## src/rtl/peripherals_intc.sv

```systemverilog
// ---------------------------------------------------------------------------
// peripherals_intc
//
// Parametrised interrupt controller on the memory-mapped Wishbone register
// port. Each external source is synchronised, optionally edge-detected,
// latched into a pending bit, masked by ENABLE and priority-encoded (lowest
// index wins) into int_gen / int_id for the core.
//
// Register map (word addresses relative to BASE_ADDR):
//   +0 SOURCE   RO  synchronised irq_in
//   +1 ENABLE   RW  per-source enable
//   +2 PENDING  RO  pending bits; writing 1 clears edge-mode bits
//   +3 MODE     RW  1 = rising edge, 0 = level
//   +4 CLAIM    RO  int_gen ? int_id+1 : 0; reading clears the claimed
//                   edge-mode pending bit
//
// Optional feature macro: INTC_EDGE_MODE_EN
//   defined   - MODE register, edge detect, W1C and claim-clear present
//   undefined - all sources level-sensitive, MODE reads 0, W1C and the
//               claim side effect are ignored (CLAIM still reports the id)
//
// Ports:
//   clk, reset (async, active-high), sync_reset (synchronous clear)
//   irq_in        asynchronous interrupt sources, active-high
//   WB_RD_*       read port: strobe, address, registered data, ack
//   WB_WR_*       write port: strobe, write enable, byte select, address,
//                 data, ack
//   int_gen       any enabled pending source
//   int_id        lowest-index enabled pending source (0 when int_gen=0)
// ---------------------------------------------------------------------------
module peripherals_intc #(
    parameter int                    NUM_INT     = 8,
    parameter int                    SYNC_STAGES = 2,
    parameter int                    XLEN        = 32,
    parameter int                    ADDR_BITS   = 8,
    parameter logic [ADDR_BITS-1:0]  BASE_ADDR   = 'h20,
    localparam int                   ID_W        = (NUM_INT > 1) ? $clog2(NUM_INT) : 1
) (
    input  logic                  clk,
    input  logic                  reset,
    input  logic                  sync_reset,
    input  logic [NUM_INT-1:0]    irq_in,
    input  logic                  WB_RD_STB_I,
    input  logic [ADDR_BITS-1:0]  WB_RD_ADR_I,
    output logic [XLEN-1:0]       WB_RD_DAT_O,
    output logic                  WB_RD_ACK_O,
    input  logic                  WB_WR_STB_I,
    input  logic                  WB_WR_WE_I,
    input  logic [XLEN/8-1:0]     WB_WR_SEL_I,
    input  logic [ADDR_BITS-1:0]  WB_WR_ADR_I,
    input  logic [XLEN-1:0]       WB_WR_DAT_I,
    output logic                  WB_WR_ACK_O,
    output logic                  int_gen,
    output logic [ID_W-1:0]       int_id
);

    localparam logic [ADDR_BITS-1:0] ADR_SOURCE  = BASE_ADDR;
    localparam logic [ADDR_BITS-1:0] ADR_ENABLE  = BASE_ADDR + ADDR_BITS'(1);
    localparam logic [ADDR_BITS-1:0] ADR_PENDING = BASE_ADDR + ADDR_BITS'(2);
    localparam logic [ADDR_BITS-1:0] ADR_MODE    = BASE_ADDR + ADDR_BITS'(3);
    localparam logic [ADDR_BITS-1:0] ADR_CLAIM   = BASE_ADDR + ADDR_BITS'(4);

    // Synchroniser chain; the last stage is the clean source vector.
    logic [SYNC_STAGES-1:0][NUM_INT-1:0] sync_q;
    logic [NUM_INT-1:0]                  src_s;

    always_ff @(posedge clk or posedge reset) begin
        if (reset) begin
            sync_q <= '0;
        end else if (sync_reset) begin
            sync_q <= '0;
        end else begin
            sync_q <= {sync_q[SYNC_STAGES-2:0], irq_in};
        end
    end

    assign src_s = sync_q[SYNC_STAGES-1];

    // Write decode with byte-lane masking; bits above NUM_INT are dropped.
    logic            wr_en;
    logic            wr_enable_hit;
    logic [XLEN-1:0] wr_mask;
    logic [XLEN-1:0] wr_bits;
    logic            unused_wr;

    always_comb begin
        wr_mask = '0;
        for (int b = 0; b < XLEN/8; b++) begin
            wr_mask[b*8 +: 8] = {8{WB_WR_SEL_I[b]}};
        end
    end

    assign wr_en         = WB_WR_STB_I & WB_WR_WE_I;
    assign wr_bits       = WB_WR_DAT_I & wr_mask;
    assign wr_enable_hit = wr_en && (WB_WR_ADR_I == ADR_ENABLE);
    assign unused_wr     = ^{wr_bits, wr_mask};

    logic [NUM_INT-1:0] enable_q;
    logic [NUM_INT-1:0] pending_q;
    logic [NUM_INT-1:0] pending_next;
    logic [NUM_INT-1:0] mode_w;
    logic [NUM_INT-1:0] active;
    logic [ID_W-1:0]    prio_id;

`ifdef INTC_EDGE_MODE_EN
    logic [NUM_INT-1:0] mode_q;
    logic [NUM_INT-1:0] src_d;
    logic [NUM_INT-1:0] rise;
    logic [NUM_INT-1:0] clr_w1c;
    logic [NUM_INT-1:0] claim_hot;
    logic [NUM_INT-1:0] pend_clr;
    logic               wr_mode_hit;
    logic               wr_pend_hit;
    logic               rd_claim;

    assign wr_mode_hit = wr_en && (WB_WR_ADR_I == ADR_MODE);
    assign wr_pend_hit = wr_en && (WB_WR_ADR_I == ADR_PENDING);
    assign rd_claim    = WB_RD_STB_I && (WB_RD_ADR_I == ADR_CLAIM);

    always_ff @(posedge clk or posedge reset) begin
        if (reset) begin
            mode_q <= '0;
            src_d  <= '0;
        end else if (sync_reset) begin
            mode_q <= '0;
            src_d  <= '0;
        end else begin
            src_d <= src_s;
            if (wr_mode_hit) begin
                mode_q <= (mode_q & ~wr_mask[NUM_INT-1:0]) | wr_bits[NUM_INT-1:0];
            end
        end
    end

    assign mode_w    = mode_q;
    assign rise      = src_s & ~src_d;
    assign clr_w1c   = wr_pend_hit ? wr_bits[NUM_INT-1:0] : '0;
    // The claim clears whatever int_id currently reports, which is the
    // same value being returned on this read.
    assign claim_hot = (rd_claim && int_gen) ? (NUM_INT'(1) << int_id) : '0;
    assign pend_clr  = (clr_w1c | claim_hot) & mode_q;

    // Level bits track the source; edge bits are sticky with set priority.
    assign pending_next = (~mode_q & src_s)
                        | ( mode_q & ((pending_q & ~pend_clr) | rise));
`else
    assign mode_w       = '0;
    assign pending_next = src_s;
`endif

    assign active = pending_q & enable_q;

    // Scan from the top so the lowest set index is the one left standing.
    always_comb begin
        prio_id = '0;
        for (int i = NUM_INT - 1; i >= 0; i--) begin
            if (active[i]) begin
                prio_id = ID_W'(i);
            end
        end
    end

    logic [XLEN-1:0] rd_word;

    always_comb begin
        rd_word = '0;
        case (WB_RD_ADR_I)
            ADR_SOURCE:  rd_word[NUM_INT-1:0] = src_s;
            ADR_ENABLE:  rd_word[NUM_INT-1:0] = enable_q;
            ADR_PENDING: rd_word[NUM_INT-1:0] = pending_q;
            ADR_MODE:    rd_word[NUM_INT-1:0] = mode_w;
            ADR_CLAIM: begin
                if (int_gen) begin
                    rd_word[ID_W:0] = {1'b0, int_id} + (ID_W+1)'(1);
                end
            end
            default:     rd_word = '0;
        endcase
    end

    always_ff @(posedge clk or posedge reset) begin
        if (reset) begin
            enable_q    <= '0;
            pending_q   <= '0;
            int_gen     <= 1'b0;
            int_id      <= '0;
            WB_RD_DAT_O <= '0;
            WB_RD_ACK_O <= 1'b0;
            WB_WR_ACK_O <= 1'b0;
        end else if (sync_reset) begin
            enable_q    <= '0;
            pending_q   <= '0;
            int_gen     <= 1'b0;
            int_id      <= '0;
            WB_RD_DAT_O <= '0;
            WB_RD_ACK_O <= 1'b0;
            WB_WR_ACK_O <= 1'b0;
        end else begin
            if (wr_enable_hit) begin
                enable_q <= (enable_q & ~wr_mask[NUM_INT-1:0]) | wr_bits[NUM_INT-1:0];
            end
            pending_q   <= pending_next;
            int_gen     <= |active;
            int_id      <= prio_id;
            WB_WR_ACK_O <= wr_en;
            WB_RD_ACK_O <= WB_RD_STB_I;
            WB_RD_DAT_O <= WB_RD_STB_I ? rd_word : '0;
        end
    end

endmodule

```

## config.mk

```make
export PLATFORM = sky130hd
export DESIGN_NAME = peripherals_intc
export DESIGN_NICKNAME = d
export VERILOG_FILES = /design/src/rtl/peripherals_intc.sv
export SDC_FILE = /design/constraint.sdc
export NUM_CORES = 1
export LEC_CHECK = 0
export CORE_MARGIN = 2
export CORE_UTILIZATION = 59
export CTS_BUF_LIST = sky130_fd_sc_hd__clkbuf_8
export DETAILED_ROUTE_END_ITERATION = 12
export DONT_BUFFER_PORTS = 1
export PLACE_DENSITY = 0.78
export SLEW_MARGIN = 20
export SYNTH_ARGS = -nofsm -noshare
export SYNTH_HDL_FRONTEND = slang
export SYNTH_SLANG_ARGS = --single-unit
```

## constraint.sdc

```tcl
create_clock -name clk -period 1.5 [get_ports clk]
set_clock_uncertainty 0.2 [all_clocks]
set_input_delay 0.3 -clock clk [delete_from_list [all_inputs] [get_ports clk]]
set_output_delay 0.3 -clock clk [all_outputs]
set_load 0.01 [all_outputs]
```

==> results of run 1 <==
## layout by cell type, fill, tap and decap left out, types with 2 or more instances in the layout
master / instances
sky130_fd_sc_hd__nand2_1: 13
sky130_fd_sc_hd__nor2_1: 20
sky130_fd_sc_hd__a21oi_1: 13
sky130_fd_sc_hd__nor3_1: 2
sky130_fd_sc_hd__conb_1: 24
sky130_fd_sc_hd__inv_1: 2
sky130_fd_sc_hd__nand4_1: 2
sky130_fd_sc_hd__dfrtp_1: 46
sky130_fd_sc_hd__buf_12: 2
sky130_fd_sc_hd__buf_4: 6
sky130_fd_sc_hd__dlygate4sd3_1: 21
sky130_fd_sc_hd__a31oi_1: 2
sky130_fd_sc_hd__nand3_1: 2
sky130_fd_sc_hd__mux2_2: 4
sky130_fd_sc_hd__nor2b_1: 25
sky130_fd_sc_hd__nor3b_1: 3
sky130_fd_sc_hd__mux2i_1: 12
sky130_fd_sc_hd__clkbuf_8: 6
## registers in the layout (all words and copies together), names as in the netlist
signal        flops
WB_RD_DAT_O       8
enable_q          8
pending_next      8
pending_q         8
sync_q            8
int_id            3
WB_RD_ACK_O       1
WB_WR_ACK_O       1
int_gen           1
## worst register-to-register path, delay by kind of cell (launching register included)
kind               cells  cell delay (ps)
AOI/OAI and AO/OA      2              540
and+or+nand+nor        2              160
DFF                    1              380
## routing by layer
metal | vias to the layer above | GRT usage [%]
li1 | 665 | -
met1 | 661 | 23.9
met5 | - | 0
met2 | 77 | 35.8
met3 | 6 | 5.99
met4 | 0 | 7.18
## synthesized netlist by cell type
cell,instances
sky130_fd_sc_hd__a21oi_1,13
sky130_fd_sc_hd__a32oi_1,1
sky130_fd_sc_hd__a222oi_1,1
sky130_fd_sc_hd__mux2_2,4
sky130_fd_sc_hd__dfrtp_1,46
sky130_fd_sc_hd__and4b_1,1
sky130_fd_sc_hd__xor2_1,1
sky130_fd_sc_hd__a32o_1,1
sky130_fd_sc_hd__a22oi_1,1
sky130_fd_sc_hd__nand3_1,2
sky130_fd_sc_hd__a31oi_1,2
sky130_fd_sc_hd__mux2i_1,12
sky130_fd_sc_hd__nor3b_1,3
sky130_fd_sc_hd__o2111ai_1,1
sky130_fd_sc_hd__nand4_1,2
sky130_fd_sc_hd__nor3_1,2
sky130_fd_sc_hd__buf_6,2
sky130_fd_sc_hd__nor4b_4,1
sky130_fd_sc_hd__nand3b_1,1
sky130_fd_sc_hd__ha_1,1
sky130_fd_sc_hd__nor2_1,20
sky130_fd_sc_hd__nor2b_2,1
sky130_fd_sc_hd__nand3_4,1
sky130_fd_sc_hd__and4_1,1
sky130_fd_sc_hd__nor4b_2,1
sky130_fd_sc_hd__nand2_1,14
sky130_fd_sc_hd__inv_1,2
sky130_fd_sc_hd__conb_1,1
sky130_fd_sc_hd__clkbuf_1,4
sky130_fd_sc_hd__nor4bb_1,1
sky130_fd_sc_hd__buf_4,25
sky130_fd_sc_hd__nor2b_1,25
sky130_fd_sc_hd__a41oi_1,1
## how the worst min path moves through the flow
stage	start	end	slack, ps	cells past startpoint
2_1_floorplan	reset	WB_RD_ACK_O$_DFF_PP0_	120	1
3_3_place_gp	reset	sync_q[6]$_DFF_PP0_	-70	1
3_5_place_dp	reset	sync_q[6]$_DFF_PP0_	-60	1
4_1_cts	WB_WR_DAT_I[5]	enable_q[5]$_DFFE_PP0P_	5	2
5_1_grt	WB_RD_ADR_I[2]	WB_RD_DAT_O[0]$_DFF_PP0_	30	3
6_report	WB_WR_DAT_I[5]	enable_q[5]$_DFFE_PP0P_	10	2
## metrics by stage
stage               hold WS (ps)  worst slack, ps
detailed placement         -61.0             33.0
global route                32.3             13.5
finish                      13.2             94.2
floorplan                    117              139
CTS                         5.03             14.6
global placement           -68.5             49.8
## where the power goes
| part | switching (W) | internal [W] | leakage [nW] |
|---|---|---|---|
| sequential | 0.0000124 | 0.00127 | 0.626 |
| clock | 0.000383 | 0.000365 | 0.0524 |
| combinational | 0.0000958 | 0.0000840 | 0.519 |
## logic make-up after synthesis
group | after synthesis
xor+xnor | 1
other cells | 1
compound gates | 21
mux | 16
fa+ha+maj | 1
buf+inv | 33
simple gates | 76
flops | 46
## cell type report
class | count | area (µm²) | share of cell area, %
Tap cell | 46 | 57.6 | 2.34
Clock inverter | 2 | 8.76 | 0.356
Clock buffer | 6 | 82.6 | 3.36
Multi-Input combinational cell | 139 | 851 | 34.6
Timing Repair Buffer | 29 | 295 | 12.0
Sequential cell | 46 | 1150 | 46.8
Inverter | 2 | 11.3 | 0.458
## timing repair
action | in CTS | in global routing
resized for setup | 0 | 1
buffers inserted | 0 | 1
endpoints found under the setup margin | 0 | 2
hold buffers | 21 | 2
endpoints found under the hold margin | 84 | 2
==> results.toml, run 1 <==
[drt]
drtIter0Drc = 79
vias_per_cell = 5.22
routed_wl_um = 3860
route.met3.wl_um = 278
route.detailed.wl_per_inst_um = 14.3
m1WireLength_um = 1560
number_of_detailed_routing_iterations_run_before_antenna_repair = 7
vias = 1409
topRoutingLayerUsed = "met4"
number_of_remaining_drc_errors = 0
routed-wl-met2_um = 1970
detail-route-antenna-nets = 0

[die]
io_pins = 104
standard_cell_rows = 21
start_util_pct = 62.8
dieArea_um2 = 4140
die_height_um = 64.3
die_x_um = 64.3
core_area_um2 = 3420

[setup_path]
cp.required_ps = 1510
setup.worst_path.class = "in -> reg"
worst_path_largest_cell_delay_ps = 520
crit_chain = "dlygate4sd3_1, nor2b_2, o2111ai_1, a21oi_1"
end_kind = "flip-flop"
crit_path_start_kind = "input pin"
cp_max_delay_cell = "sky130_fd_sc_hd__dlygate4sd3_1"
critPathCapture = "WB_RD_DAT_O[1]$_DFF_PP0_"
cp_num_buf_inv = 1
regToRegSetupSlack_ps = 110
regToRegEndpoint = "int_id[0]$_DFF_PP0_"
crit_arrival_ps = 1420
worstSetupPathDepth = 4
critPathMaxFanout = 4
reg2regPathDepth = 4
r2r_start = "enable_q[6]$_DFFE_PP0P_"
worst_path_dominant_cell_family = "buffers and inverters"
worst_setup_path_startpoint = "WB_RD_STB_I"

[synth]
synth_area_um2 = 2150
synth_top_area_cell = "sky130_fd_sc_hd__dfrtp_1"
synthTopCellsByArea = "sky130_fd_sc_hd__dfrtp_1 54%, sky130_fd_sc_hd__buf_4 8.7%, sky130_fd_sc_hd__nor2b_1 7.3%"
combinational_family_with_the_most_area_after_synthesis = "simple AND/OR/NAND/NOR gates"
ys_seq_elements = 46
synth_cell_type_count = 33
mux_share_of_post_synthesis_cell_area_pct = 7.70
area_fraction_in_compound_gates_after_synthesis_pct = 6.12
simple_gate_share_of_the_synthesized_area_pct = 20.5
yosysWarnings = 0
gate_count_post_synth = 195
adder_and_majority_cell_fraction_of_the_synthesized_area_pct = 0.583
synth_seq_area_share_pct = 53.6
synthDominantCellAreaShare_pct = 53.6
yosys.area_share.xor_xnor_pct = 0.408
syn_avg_cell_area_um2 = 11.0

[finish]
areaGrowthSynthToFinish_pct = 14.5
design.final.nets = 290
final_util_pct = 71.9
diodes = 0
fillerInstances = 253
drive_gt1_share_pct = 11.2
post_layout_nonfiller_instances = 270
final_design_area_no_fill_um2 = 2460

[clocking]
cts.path.max_buffers = 2
cts_inserted_buffers = 5
numClockSinks = 46
tritoncts = "done"
clk_pin_slew_worst_paths_ps = 80
cts_max_level = 2
worstSkewPairLatency_ps = 290
clock_tree.root_cell = "sky130_fd_sc_hd__clkbuf_8"

[power]
post-layout-total-power_w = 0.00221
powerDensity_nw_per_um2 = 897
leakage_power_nw = 1.20
max-vdd-ir-drop_v = 0.000525

[timing]
hold_violations = 0
accumulated_negative_setup_slack_ps = 0
fin_crit_sh_pct = 93.7
slew_viol_final = 0
finalWorstPathRequiredPeriod_ps = 1410
setup_viol = 0
max_freq_mhz = 711
grt_setup_unrepaired = "false"

[grt]
grt.overflow.total = 0
global_route_wire_length_before_repair_um = 6370
pin_count_of_the_biggest_net_entering_global_routing = 37
globalRouteTotalUtil_pct = 20.5
initial_antenna_violation_count = 0
first_global_vias = 1424

[placed_design]
dpl-instance-area_um2 = 2130
portBuffers = 0
dp_hpwl_um = 2630
dp.cells = 239
routability_cong = 0.819

[min_path]
min-delay-path-class = "in -> reg"

[flow_run]
drv_cap = 0

[status]
status = "completed"
Note: power is estimated with default switching activity, not from simulation.
==> run 2: changes to the inputs <==
Settings changed: CORE_UTILIZATION 59 to 40, PLACE_DENSITY 0.78 to default.
==> run 2 against run 1 <==
Register-to-register slack worse by 50 ps. Cell area increased by 1.2%. Critical path type is now reg -> reg. Core utilization down 24 points. Hold slack improved by 19 ps.
==> results.toml, run 2 (synthesis results as in run 1) <==
[clocking]
clk_pin_slew_worst_paths_ps = 80
cts.path.max_buffers = 2
post_cts_resize_count = 0
tritoncts = "done"
clock_tree.root_cell = "sky130_fd_sc_hd__clkbuf_8"
worstSkewPairLatency_ps = 300
numClockSinks = 46
cts_inserted_buffers = 5
cts_max_level = 2

[min_path]
min_from = "WB_RD_ADR_I[1]"
min_delay_worst_endpoint = "WB_RD_DAT_O[1]$_DFF_PP0_"
min-delay-path-class = "in -> reg"
min_path_cells = 2

[power]
powerDensity_nw_per_um2 = 882
post-layout-total-power_w = 0.00219
leakage_power_nw = 1.19
max-vdd-ir-drop_v = 0.000455

[grt]
global_route_wire_length_before_repair_um = 6440
pin_count_of_the_biggest_net_entering_global_routing = 46
globalRouteTotalUtil_pct = 13.7
first_global_vias = 1382
initial_antenna_violation_count = 0
grt.overflow.total = 0

[drt]
drtIter0Drc = 69
routed_wl_um = 3780
vias_per_cell = 4.69
route.detailed.wl_per_inst_um = 12.9
number_of_remaining_drc_errors = 0
vias = 1373
number_of_detailed_routing_iterations_run_before_antenna_repair = 4
detail-route-antenna-nets = 0

[timing]
grt_setup_unrepaired = "false"
slew_viol_final = 0
pnr_worst_setup_slack_ps = 60.2
setup_viol = 0
finalWorstPathRequiredPeriod_ps = 1440
max_freq_mhz = 695
accumulated_negative_setup_slack_ps = 0
fin_crit_sh_pct = 96.0
hold_violations = 0

[die]
start_util_pct = 41.7
dieArea_um2 = 5970
die_x_um = 77.2
core_area_um2 = 5140
standard_cell_rows = 26
io_pins = 104
die_height_um = 77.2

[setup_path]
r2r_start = "enable_q[6]$_DFFE_PP0P_"
regToRegEndpoint = "int_id[0]$_DFF_PP0_"
cp.required_ps = 1480
reg2regPathDepth = 4
worst_setup_path_startpoint = "enable_q[6]$_DFFE_PP0P_"
regToRegSetupSlack_ps = 60
critPathMaxFanout = 3
end_kind = "flip-flop"
crit_arrival_ps = 1420
crit_path_start_kind = "flip-flop"
setup.worst_path.class = "reg -> reg"

[finish]
drive_gt1_share_pct = 10.3
final_design_area_no_fill_um2 = 2490
layout_common_cells = "46 x sky130_fd_sc_hd__dfrtp_1, 25 x sky130_fd_sc_hd__nor2b_1, 24 x sky130_fd_sc_hd__conb_1, 22 x sky130_fd_sc_hd__dlygate4sd3_1, 20 x sky130_fd_sc_hd__nor2_1"
areaGrowthSynthToFinish_pct = 15.9
design.final.nets = 291
most_common_cell_after_layout_fill_and_taps_aside = "sky130_fd_sc_hd__dfrtp_1"
diodes = 0

[placed_design]
dp_hpwl_um = 2550
dp_worst_setup_slack_ps = 70.1
dpl-instance-area_um2 = 2160
routability_cong = 0.778
portBuffers = 0

[flow_run]
drv_cap = 0

[status]
status = "completed"
[run 2: per-stage QoR]
step | instances | hold slack, ps | utilization (%)
2_1_floorplan | 218 | 117 | -
3_3_place_gp | 264 | -146 | 42.1
3_5_place_dp | 264 | -146 | 42.1
4_1_cts | 293 | 27.1 | 48.4
5_1_grt | 293 | 35.4 | 48.4
6_report | 293 | 32.0 | 48.4
[run 2: per-layer routing]
metal | global-route usage [%] | share of wire (%) | vias up
met5 | 0 | 0 | -
met4 | 6.43 | 1.9 | 0
met3 | 2.71 | 7.0 | 7
met2 | 22.5 | 49 | 71
met1 | 17.4 | 42 | 629
li1 | - | - | 666
[run 2: how the worst max path moves through the flow]
stage                                    end  depth (start not counted)  slack (ps)
floorplan           WB_RD_DAT_O[1]$_DFF_PP0_                          4         140
global placement         int_id[0]$_DFF_PP0_                          4          80
detailed placement       int_id[0]$_DFF_PP0_                          4          70
CTS                    WB_WR_ACK_O$_DFF_PP0_                          4          20
global route             int_id[0]$_DFF_PP0_                          4           2
finish                   int_id[0]$_DFF_PP0_                          4          60
[run 2: worst max-delay path: stages (launching register included)]
cell,delay (ps)
sky130_fd_sc_hd__dfrtp_1,370
sky130_fd_sc_hd__nand2_1,100
sky130_fd_sc_hd__a32o_1,270
sky130_fd_sc_hd__a222oi_1,310
sky130_fd_sc_hd__nor2_1,80
[run 2: power breakdown]
part	leakage [nW]	total [W]	switching, W	internal, W
clock network	0.0431	0.000732	0.000377	0.000355
registers	0.626	0.00128	0.0000123	0.00127
logic	0.522	0.000181	0.0000955	0.0000858
[run 2: area by class of cell]
| type | count | area, µm² |
|---|---|---|
| fillers | 496 | 2650 |
| clock buffers | 6 | 82.6 |
| repair buffers | 30 | 305 |
| well taps | 70 | 87.6 |
| flip-flops and latches | 46 | 1150 |
| inverters | 2 | 11.3 |
| multi-input cells | 139 | 848 |
[run 2: what timing repair did]
action                     4_1_cts  5_1_grt
hold endpoints to repair        85        1
setup endpoints to repair        0        1
hold buffers                    23        1
buffers inserted                 0        0
